--- config.mk ---
export PLATFORM = sky130hd
export DESIGN_NAME = sobel_edge_pipeline
export DESIGN_NICKNAME = d
export VERILOG_FILES = /design/src/rtl/sobel_edge_pipeline.sv
export SDC_FILE = /design/constraint.sdc
export NUM_CORES = 1
export LEC_CHECK = 0
export ABC_AREA = 1
export CAP_MARGIN = 10
export CORE_ASPECT_RATIO = 1.25
export CORE_MARGIN = 1
export CORE_UTILIZATION = 55
export DETAILED_ROUTE_END_ITERATION = 8
export GPL_TIMING_DRIVEN = 0
export PLACE_DENSITY = 0.83
export SYNTH_ARGS = -nofsm -noshare
export SYNTH_HDL_FRONTEND = slang
export SYNTH_SLANG_ARGS = --single-unit
--- constraint.sdc ---
create_clock -name mainClk -period 6.3 [get_ports mainClk]
set_input_delay 1.26 -clock mainClk [delete_from_list [all_inputs] [get_ports mainClk]]
set_output_delay 1.26 -clock mainClk [all_outputs]
set_load 0.005 [all_outputs]
--- src/rtl/sobel_edge_pipeline.sv ---
// sobel_edge_pipeline: 3-stage Sobel gradient magnitude over a 3x3 window of 4-bit pixels,
// with border suppression, thresholding and per-frame edge counting.
module sobel_edge_pipeline #(
    parameter int THRESHOLD = 32,
    parameter int X_MAX     = 319,
    parameter int Y_MAX     = 239
) (
    input  logic                  mainClk,
    input  logic                  reset,
    input  logic [2:0][2:0][3:0]  pixelData,
    input  logic                  pixelDataValid,
    input  logic [9:0]            spiXVal,
    input  logic [8:0]            spiYVal,
    output logic                  edgeValid,
    output logic [3:0]            edgeMag,
    output logic                  edgeBit,
    output logic [9:0]            edgeX,
    output logic [8:0]            edgeY,
    output logic                  frameDone,
    output logic [16:0]           frameEdgeCount
);

    function automatic logic [6:0] weightedSum(input logic [3:0] a,
                                               input logic [3:0] b,
                                               input logic [3:0] c);
        return {3'b000, a} + {2'b00, b, 1'b0} + {3'b000, c};
    endfunction

    function automatic logic [6:0] absVal(input logic [6:0] v);
        return v[6] ? (~v + 7'd1) : v;
    endfunction

    // Differences of two 0..60 sums wrap into 7-bit two's complement (-60..+60).
    logic [6:0] gxNext;
    logic [6:0] gyNext;
    assign gxNext = weightedSum(pixelData[0][2], pixelData[1][2], pixelData[2][2])
                  - weightedSum(pixelData[0][0], pixelData[1][0], pixelData[2][0]);
    assign gyNext = weightedSum(pixelData[2][0], pixelData[2][1], pixelData[2][2])
                  - weightedSum(pixelData[0][0], pixelData[0][1], pixelData[0][2]);

    // The Sobel kernels give the centre pixel zero weight.
    logic unusedCenter;
    assign unusedCenter = ^pixelData[1][1];

    logic        s1Valid;
    logic [6:0]  s1Gx;
    logic [6:0]  s1Gy;
    logic [9:0]  s1X;
    logic [8:0]  s1Y;
    logic        s2Valid;
    logic [6:0]  s2Mag;
    logic [9:0]  s2X;
    logic [8:0]  s2Y;
    logic [16:0] runCount;

    logic        isBorder;
    logic        isLast;
    logic [3:0]  magOut;
    logic        bitOut;

    always_comb begin
        isBorder = 1'b0;
        isLast   = 1'b0;
        magOut   = 4'd0;
        bitOut   = 1'b0;
        isBorder = (s2X < 10'd2);
        isLast   = (s2X == 10'(X_MAX)) && (s2Y == 9'(Y_MAX));
        if (!isBorder) begin
            magOut = s2Mag[6:3];
            bitOut = (s2Mag >= 7'(THRESHOLD));
        end
    end

    always_ff @(posedge mainClk) begin
        if (reset) begin
            s1Valid        <= 1'b0;
            s2Valid        <= 1'b0;
            edgeValid      <= 1'b0;
            edgeMag        <= 4'd0;
            edgeBit        <= 1'b0;
            edgeX          <= 10'd0;
            edgeY          <= 9'd0;
            frameDone      <= 1'b0;
            runCount       <= 17'd0;
            frameEdgeCount <= 17'd0;
        end else begin
            s1Valid   <= pixelDataValid;
            s2Valid   <= s1Valid;
            edgeValid <= s2Valid;
            frameDone <= s2Valid && isLast;
            if (s2Valid) begin
                edgeMag <= magOut;
                edgeBit <= bitOut;
                edgeX   <= s2X;
                edgeY   <= s2Y;
                // Last pixel of the frame: publish the total and restart the count.
                if (isLast) begin
                    frameEdgeCount <= runCount + {16'd0, bitOut};
                    runCount       <= 17'd0;
                end else begin
                    runCount <= runCount + {16'd0, bitOut};
                end
            end
        end
    end

    // Datapath registers are qualified by the valid bits, so they need no reset.
    always_ff @(posedge mainClk) begin
        s1Gx  <= gxNext;
        s1Gy  <= gyNext;
        s1X   <= spiXVal;
        s1Y   <= spiYVal;
        s2Mag <= absVal(s1Gx) + absVal(s1Gy);
        s2X   <= s1X;
        s2Y   <= s1Y;
    end

endmodule

==> impl_results.rst, run 1 <==
.. list-table::
   :header-rows: 1

   * - Metric
     - Value
   * - Fraction of final layout cells sized beyond drive strength 1
     - 5.964%
   * - Cell type of the slowest stage on the worst timing path
     - sky130_fd_sc_hd__fa_1
   * - CTS sink count
     - 118
   * - Master cell of the clock root buffer
     - sky130_fd_sc_hd__clkbuf_16
   * - Portion of netlist area occupied by mux cells
     - 0%
   * - Routed wirelength normalized by instance count
     - 13.32 um
   * - Post-synthesis sequential area ratio
     - 43.32%
   * - Cell type contributing the most total cell area after synthesis
     - sky130_fd_sc_hd__dfxtp_1
   * - Pre-CTS setup slack
     - 1.811 ns
   * - Delay of the slowest cell on the worst path
     - 0.55 ns
   * - Clock buffers created by TritonCTS
     - 17
   * - Number of library cell types mapped by synthesis
     - 30
   * - Bufs on Longest Clock Path
     - 2
   * - Adder and majority cell fraction of the synthesized area
     - 16.75%
   * - GRT overflow
     - 0
   * - Hold Violations, Final
     - 0
   * - Detailed Route Iter0 Violations
     - 238
   * - Via count of the first global-routing pass
     - 4670
   * - Post-route setup TNS
     - 0 ns
   * - Arr. time, crit path
     - 4.42 ns
   * - Critical path startpoint category
     - input pin
   * - Power density over the cells
     - 382.4 nW/um^2
   * - Shortest clock period the worst path allows after layout
     - 4.141 ns
   * - Number of nets in the layout
     - 888
   * - Worst Tran Pin Value
     - 0.5352 ns
   * - Setup repair bufs after CTS
     - 0
   * - Largest net degree at the start of global routing
     - 17
   * - Max Freq
     - 241.5 MHz
   * - Relative max-transition margin
     - 63.95%
   * - Number of endpoints failing setup at the final stage
     - 0
   * - RSZ-0062 raised after global routing
     - false
   * - Drc violations
     - 0
   * - Max-slew violations
     - 0
   * - Final routed wirelength across all metal layers
     - 12.18 mm
   * - X dimension of the die
     - 91.06 um
   * - Total inserted antenna cells
     - 0
   * - Ys flop type
     - sky130_fd_sc_hd__dfxtp_1
   * - Overall fraction of global-route tracks in use
     - 25.33%
   * - Worst-case setup margin in the final layout
     - 2.159 ns
   * - Share of the synthesized area in the top cell type
     - 43.32%
   * - EDFF count, synth
     - 0
   * - Synth Instances
     - 660
   * - Layout Skew
     - 0.009440 ns
   * - Number of gates given a new drive strength after cts
     - 0
   * - Dpl hpwl
     - 8.939 mm
   * - Worst-skew pair later-pin latency
     - 0.42 ns
   * - I/O pins
     - 101
   * - Period utilization
     - 65.73%
   * - Number of rows in the core area
     - 40
   * - Area growth from synthesis to layout
     - 31.55%
   * - Hold/Removal Path Class
     - reg2reg
   * - Synthesized net count
     - 773
   * - Clock transition at the registers of the reported paths
     - 0.06 ns
   * - Vias per std cell
     - 5.008
   * - Average cell area after synthesis
     - 8.262 sq um
   * - Maximum fanout along the worst path
     - 2
   * - Port Buf Inserts
     - 96
   * - Via count
     - 4577
   * - Main combinational cell family by area after synthesis
     - simple AND/OR/NAND/NOR gates
   * - Category of the critical setup timing path
     - in2reg
   * - Die Outline Area
     - 10320 sq um
   * - Leak Pwr
     - 3.298 nW
   * - Post-synthesis share of cell area spent on xor and xnor gates
     - 4.176%
   * - Total power consumption of the routed design
     - 0.002743 W
   * - Post-Synth Simple-Gate Area
     - 19.25%
   * - Pre-Repair DR Iteration Count
     - 5
   * - Most common cell on crit path
     - sky130_fd_sc_hd__fa_1
   * - TritonCTS clock tree
     - done
   * - Required time at the worst-slack endpoint
     - 6.58 ns
   * - Synth Register Bits
     - 118
   * - Share of flip-flops with an asynchronous set or reset after synthesis
     - 0%
   * - Global placer's final weighted congestion
     - 0.9019
   * - Max-capacitance violation count
     - 0
   * - First-pass GRT wire length
     - 20.40 mm
   * - Starting Density
     - 56.74%
   * - Placed instance area
     - 6571 sq um
   * - Total standard cell area after synthesis
     - 5453 sq um
   * - Initial antenna violation count
     - 0
   * - Kind of end point of the critical path
     - register
   * - Status
     - finished, final reports clean
   * - Yosys warning count
     - 0
   * - Peak VDD IR
     - 0.0002421 V
   * - Cell-by-cell trace of the critical path
     - clkdlybuf4s50_1 > inv_1 > fa_1 > fa_1 > inv_1 > fa_1 > inv_1 > fa_1 > a21oi_1 > o21ai_0 > xor2_1
   * - Antenna violation net count after detailed routing
     - 0
   * - Compound-gate portion of the synthesized area
     - 7.526%
   * - Post-synth top cells
     - 118 x sky130_fd_sc_hd__dfxtp_1, 118 x sky130_fd_sc_hd__nand2_1, 107 x sky130_fd_sc_hd__inv_1
   * - Final Cell Area
     - 7173 sq um
   * - Core area
     - 9609 sq um
   * - Number of H-tree branching levels
     - 4
   * - Die H
     - 113.3 um
   * - Synth top area cells
     - sky130_fd_sc_hd__dfxtp_1 43%, sky130_fd_sc_hd__fa_1 11%, sky130_fd_sc_hd__nand2_1 8.1%, sky130_fd_sc_hd__inv_1 7.4%, sky130_fd_sc_hd__nor2_1 7.0%
   * - Number of buffers added to fix hold violations after cts
     - 0
path summary, 6_finish.rpt:
kind                        from                              end  slack [ns]  cells past startpoint
setup / recovery    pixelData[2]                  s1Gx[5]$_DFF_P_        2.16                     11
hold / removal    s1Y[3]$_DFF_P_                   s2Y[3]$_DFF_P_        0.33                      0
setup reg to reg  s2X[4]$_DFF_P_  frameEdgeCount[11]$_SDFFE_PP0P_        3.74                     13
hold reg to reg   s1Y[3]$_DFF_P_                   s2Y[3]$_DFF_P_        0.33                      0
layout by cell type (no fill, tap or decap), drive strengths merged, types with 13 or more instances in the layout:
| cell type | synthesis | final |
|---|---|---|
| inv | 109 | 118 |
| o21ai | 46 | 46 |
| ha | 25 | 25 |
| nand3 | 13 | 13 |
| clkbuf | 10 | 27 |
| xor2 | 20 | 20 |
| nor2 | 106 | 106 |
| dfxtp | 118 | 118 |
| fa | 30 | 30 |
| nand2 | 121 | 121 |
| a21oi | 33 | 33 |
| clkdlybuf4s50 | 0 | 96 |
cell type report:
cell class | count | area [sq um]
Clock inverter | 15 | 176.4
Sequential cell | 118 | 2362
Fill cell | 661 | 2436
Clock buffer | 17 | 425.4
Timing Repair Buffer | 96 | 960.9
Tap cell | 126 | 157.7
Buffer | 16 | 80.08
Inverter | 109 | 409.1
Multi-Input combinational cell | 417 | 2601
through the flow:
stage                     hold slack [ns]  std cells  utilization [%]
final                              0.3257        914            74.65
after detailed placement           0.3128        882            68.39
after floorplan                    0.3096        660                -
after global placement             0.3108        882            68.39
after global routing               0.3312        914            74.65
after CTS                          0.3267        914            74.65
cells by family (layout without fill, tap and decap cells):
group | after synthesis | in the layout
and+or+nand+nor | 255 | 255
xor gates and xnor gates | 26 | 26
DFF | 118 | 118
adders and majority gates | 55 | 55
AOI/OAI and AO/OA | 81 | 81
buffers and inverters | 125 | 253
registers in the layout, summed over array words and instances, names as in the netlist, 4 cells and up:
register	count
s1Gy	7
s1Y	9
frameEdgeCount	17
s1Gx	7
edgeMag	4
s2X	10
runCount	17
edgeX	10
s2Mag	4
s2Y	9
edgeY	9
s1X	10
where the power goes:
group          total, W  switching, W  internal (W)
clock          0.000962      0.000396      0.000566
sequential     0.000897     0.0000534      0.000844
combinational  0.000883      0.000501      0.000383
critical path: cells and delay by family:
kind	cells	cell delay (ns)
xor gates and xnor gates	1	0.18
AOI/OAI and AO/OA	2	0.28
buffers and inverters	4	0.65
adders and majority gates	4	2.05
per-layer routing:
layer  track usage [%]  wire length, um  vias to the layer above
met5                 0                0                        -
met4             12.06              369                        0
met3             6.183              542                       35
met2             47.47             6579                      144
met1             26.35             4686                     2137
li1                  -                -                     2261
Note: power is estimated with default switching activity, not from simulation.
==> inputs of run 2 (changes only) <==
--- a/config.mk
+++ b/config.mk
@@ -9,10 +9,10 @@
 export CAP_MARGIN = 10
 export CORE_ASPECT_RATIO = 1.25
 export CORE_MARGIN = 1
-export CORE_UTILIZATION = 55
+export CORE_UTILIZATION = 47
 export DETAILED_ROUTE_END_ITERATION = 8
 export GPL_TIMING_DRIVEN = 0
-export PLACE_DENSITY = 0.83
+export PLACE_DENSITY = 0.76
 export SYNTH_ARGS = -nofsm -noshare
 export SYNTH_HDL_FRONTEND = slang
 export SYNTH_SLANG_ARGS = --single-unit
==> constraint.sdc (replaced) <==
create_clock -name mainClk -period 3.4 [get_ports mainClk]
set_input_delay 0.68 -clock mainClk [delete_from_list [all_inputs] [get_ports mainClk]]
set_output_delay 0.68 -clock mainClk [all_outputs]
set_load 0.005 [all_outputs]
==> run 2 against run 1 <==
Effect of this change:
- the run now ends with design-rule violations left
- sequential power rose by 85%
- clock power increased by 78%
- non-clock buffer count grew 1
- core utilization down 9.8 points
- cell area is 1.2% higher
- largest cell class unchanged
==> impl_results.rst, run 2 (synthesis results as in run 1) <==
.. list-table::
   :header-rows: 1

   * - Metric
     - Value
   * - Arr. time, crit path
     - 3.63 ns (-0.79 ns)
   * - Detailed Route Iter0 Violations
     - 197 (-17%)
   * - Bufs on Longest Clock Path
     - 2 (unchanged)
   * - CTS sink count
     - 118 (unchanged)
   * - Overall fraction of global-route tracks in use
     - 21.38% (-3.9 points)
   * - Cell type of the slowest stage on the worst timing path
     - sky130_fd_sc_hd__fa_1
   * - Master cell of the clock root buffer
     - sky130_fd_sc_hd__clkbuf_16
   * - Kind of end point of the critical path
     - register
   * - Core area
     - 11190 sq um (+16%)
   * - Delay of the slowest cell on the worst path
     - 0.54 ns (about the same)
   * - Cell-by-cell trace of the critical path
     - clkdlybuf4s50_1 > fa_1 > fa_1 > inv_1 > fa_1 > inv_1 > ha_4 > buf_4 > a31oi_4 > o21ai_1 > a21oi_1
   * - Layout Skew
     - 0.008360 ns (-0.001080 ns)
   * - Number of H-tree branching levels
     - 4 (unchanged)
   * - Clock buffers created by TritonCTS
     - 17 (unchanged)
   * - Number of endpoints failing setup at the final stage
     - 0 (unchanged)
   * - Port Buf Inserts
     - 96 (unchanged)
   * - Violations in the final reports
     - design-rule violations
   * - Period utilization
     - 96.95%
   * - Die H
     - 122.4 um (+8.0%)
   * - Pre-CTS setup slack
     - -0.5301 ns (-2.341 ns)
   * - Critical path startpoint category
     - input pin
   * - Routed wirelength normalized by instance count
     - 13.06 um (-2.0%)
   * - Worst-skew pair later-pin latency
     - 0.41 ns (about the same)
   * - Max-capacitance violation count
     - 0 (unchanged)
   * - Fraction of final layout cells sized beyond drive strength 1
     - 8.492% (+2.5 points)
   * - GRT overflow
     - 0 (unchanged)
   * - Total inserted antenna cells
     - 0 (unchanged)
   * - Placed instance area
     - 6583 sq um (+0.17%)
   * - Clock transition at the registers of the reported paths
     - 0.06 ns (about the same)
   * - I/O pins
     - 101 (unchanged)
   * - Initial antenna violation count
     - 0 (unchanged)
   * - Relative max-transition margin
     - 65.17% (+1.2 points)
   * - Worst Tran Pin Value
     - 0.5224 ns (-0.01274 ns)
   * - Leak Pwr
     - 3.322 nW (+0.73%)
   * - Required time at the worst-slack endpoint
     - 3.74 ns (-2.84 ns)
   * - Leading cell type in the layout, fill and taps excluded
     - sky130_fd_sc_hd__dfxtp_1
   * - Dpl hpwl
     - 9.024 mm (+0.95%)
   * - TritonCTS clock tree
     - done
   * - Worst-case setup margin in the final layout
     - 0.1038 ns (-2.055 ns)
   * - Number of nets in the layout
     - 889 (+0.11%)
   * - Via count
     - 4542 (-0.76%)
   * - Hold Violations, Final
     - 0 (unchanged)
   * - Antenna violation net count after detailed routing
     - 0 (unchanged)
   * - Final Cell Area
     - 7259 sq um (+1.2%)
   * - Final routed wirelength across all metal layers
     - 12.07 mm (-0.93%)
   * - Starting Density
     - 48.73% (-8.0 points)
   * - Via count of the first global-routing pass
     - 4765 (+2.0%)
   * - Shortest clock period the worst path allows after layout
     - 3.296 ns
   * - Largest registers
     - frameEdgeCount x17, runCount x17
   * - Hold/Removal Path Class
     - reg2reg
   * - Most common cell on crit path
     - sky130_fd_sc_hd__fa_1
   * - Drc violations
     - 4 (+4)
   * - Highest-count cells in the layout ignoring fill and taps
     - 118 x sky130_fd_sc_hd__dfxtp_1, 117 x sky130_fd_sc_hd__nand2_1, 101 x sky130_fd_sc_hd__nor2_1, 100 x sky130_fd_sc_hd__inv_1, 92 x sky130_fd_sc_hd__clkdlybuf4s50_1
   * - Maximum fanout along the worst path
     - 3 (+1)
   * - Peak VDD IR
     - 0.0005719 V (+140%)
   * - Final hold slack
     - 0.3216 ns (-0.004128 ns)
   * - Global placer's final weighted congestion
     - 0.9026 (about the same)
   * - Post-route setup TNS
     - 0 ns (unchanged)
   * - X dimension of the die
     - 98.34 um (+8.0%)
   * - Number of rows in the core area
     - 43 (+7.5%)
   * - Category of the critical setup timing path
     - in2reg
   * - Vias per std cell
     - 4.916 (-1.8%)
   * - Pre-Repair DR Iteration Count
     - 9 (+4)
   * - Status
     - finished with violations
   * - Area growth from synthesis to layout
     - 33.13%
   * - Power density over the cells
     - 711.5 nW/um^2 (+86%)
   * - Max-slew violations
     - 0 (unchanged)
   * - Max Freq
     - 303.4 MHz
   * - Largest net degree at the start of global routing
     - 17 (unchanged)
   * - Die Outline Area
     - 12040 sq um (+17%)
   * - First-pass GRT wire length
     - 20.18 mm (-1.0%)
-- run 2: cell count changes in the layout (fill, tap and decap cells not counted), moves of 4 or more --
cell / before / now
sky130_fd_sc_hd__inv_1: 107 / 100
sky130_fd_sc_hd__inv_2: 2 / 9
sky130_fd_sc_hd__ha_1: 25 / 20
sky130_fd_sc_hd__clkdlybuf4s50_1: 96 / 92
sky130_fd_sc_hd__dlymetal6s2s_1: 0 / 4
-- run 2: per-layer routing --
metal / vias to the layer above / wire (um) / GRT usage (%)
li1: 2260 / - / -
met1: 2103 / 4707 / 21.73
met2: 148 / 6424 / 40.10
met3: 31 / 564 / 5.866
met4: 0 / 367 / 10.91
met5: - / 0 / 0
-- run 2: where the power goes --
| group | switching (W) | leakage (nW) | internal, W |
|---|---|---|---|
| combinational | 0.00101 | 2.06 | 0.000784 |
| clock | 0.000669 | 0.285 | 0.00104 |
| sequential | 0.0000983 | 0.976 | 0.00156 |
| total | 0.00177 | 3.32 | 0.00339 |
-- run 2: path summary, 6_finish.rpt --
kind | slack (ns) | cells after the start | end | start
worst max-delay path | 0.10 | 11 | s1Gy[6]$_DFF_P_ | pixelData[35]
worst max register to register | 1.20 | 13 | frameEdgeCount[11]$_SDFFE_PP0P_ | s2X[4]$_DFF_P_
worst min register to register | 0.32 | 0 | s2Y[4]$_DFF_P_ | s1Y[4]$_DFF_P_
worst min-delay path | 0.32 | 0 | s2Y[4]$_DFF_P_ | s1Y[4]$_DFF_P_
-- run 2: metrics by stage --
stage,total power (W),std cells,util (%)
2_1_floorplan,0.002876,660,-
3_3_place_gp,0.003193,891,58.82
3_5_place_dp,0.003288,891,58.82
4_1_cts,0.005066,923,64.27
5_1_grt,0.005532,924,64.87
6_report,0.005165,924,64.87
-- run 2: critical path: cells and delay by family --
kind / cells / cell delay [ns]
AO/OA/AOI/OAI: 3 / 0.42
adder cells (fa/ha/maj): 4 / 1.75
buffers and inverters: 4 / 0.80
-- run 2: repair_timing --
action / CTS / global route
pin swaps: 3 / 17
setup buffers: 0 / 1
setup endpoints to repair: 4 / 6
gates resized for setup: 9 / 18
hold buffers: 0 / 0
-- run 2: area by class of cell --
class / instances / area [sq um]
Clock inverter: 14 / 141.4
Timing Repair Buffer: 97 / 978.4
Clock buffer: 18 / 439.2
Buffer: 16 / 80.08
Sequential cell: 118 / 2362
Tap cell: 135 / 168.9
Inverter: 109 / 409.1
Fill cell: 910 / 3931
Multi-Input combinational cell: 417 / 2680
==> inputs of run 3 (changes only) <==
--- a/config.mk
+++ b/config.mk
@@ -10,6 +10,7 @@
 export CORE_ASPECT_RATIO = 1.25
 export CORE_MARGIN = 1
 export CORE_UTILIZATION = 47
+export CTS_CLUSTER_SIZE = 40
 export DETAILED_ROUTE_END_ITERATION = 8
 export GPL_TIMING_DRIVEN = 0
 export PLACE_DENSITY = 0.76
==> results of run 3 <==
The final DEF is identical to that of run 2; final timing and power are the same.
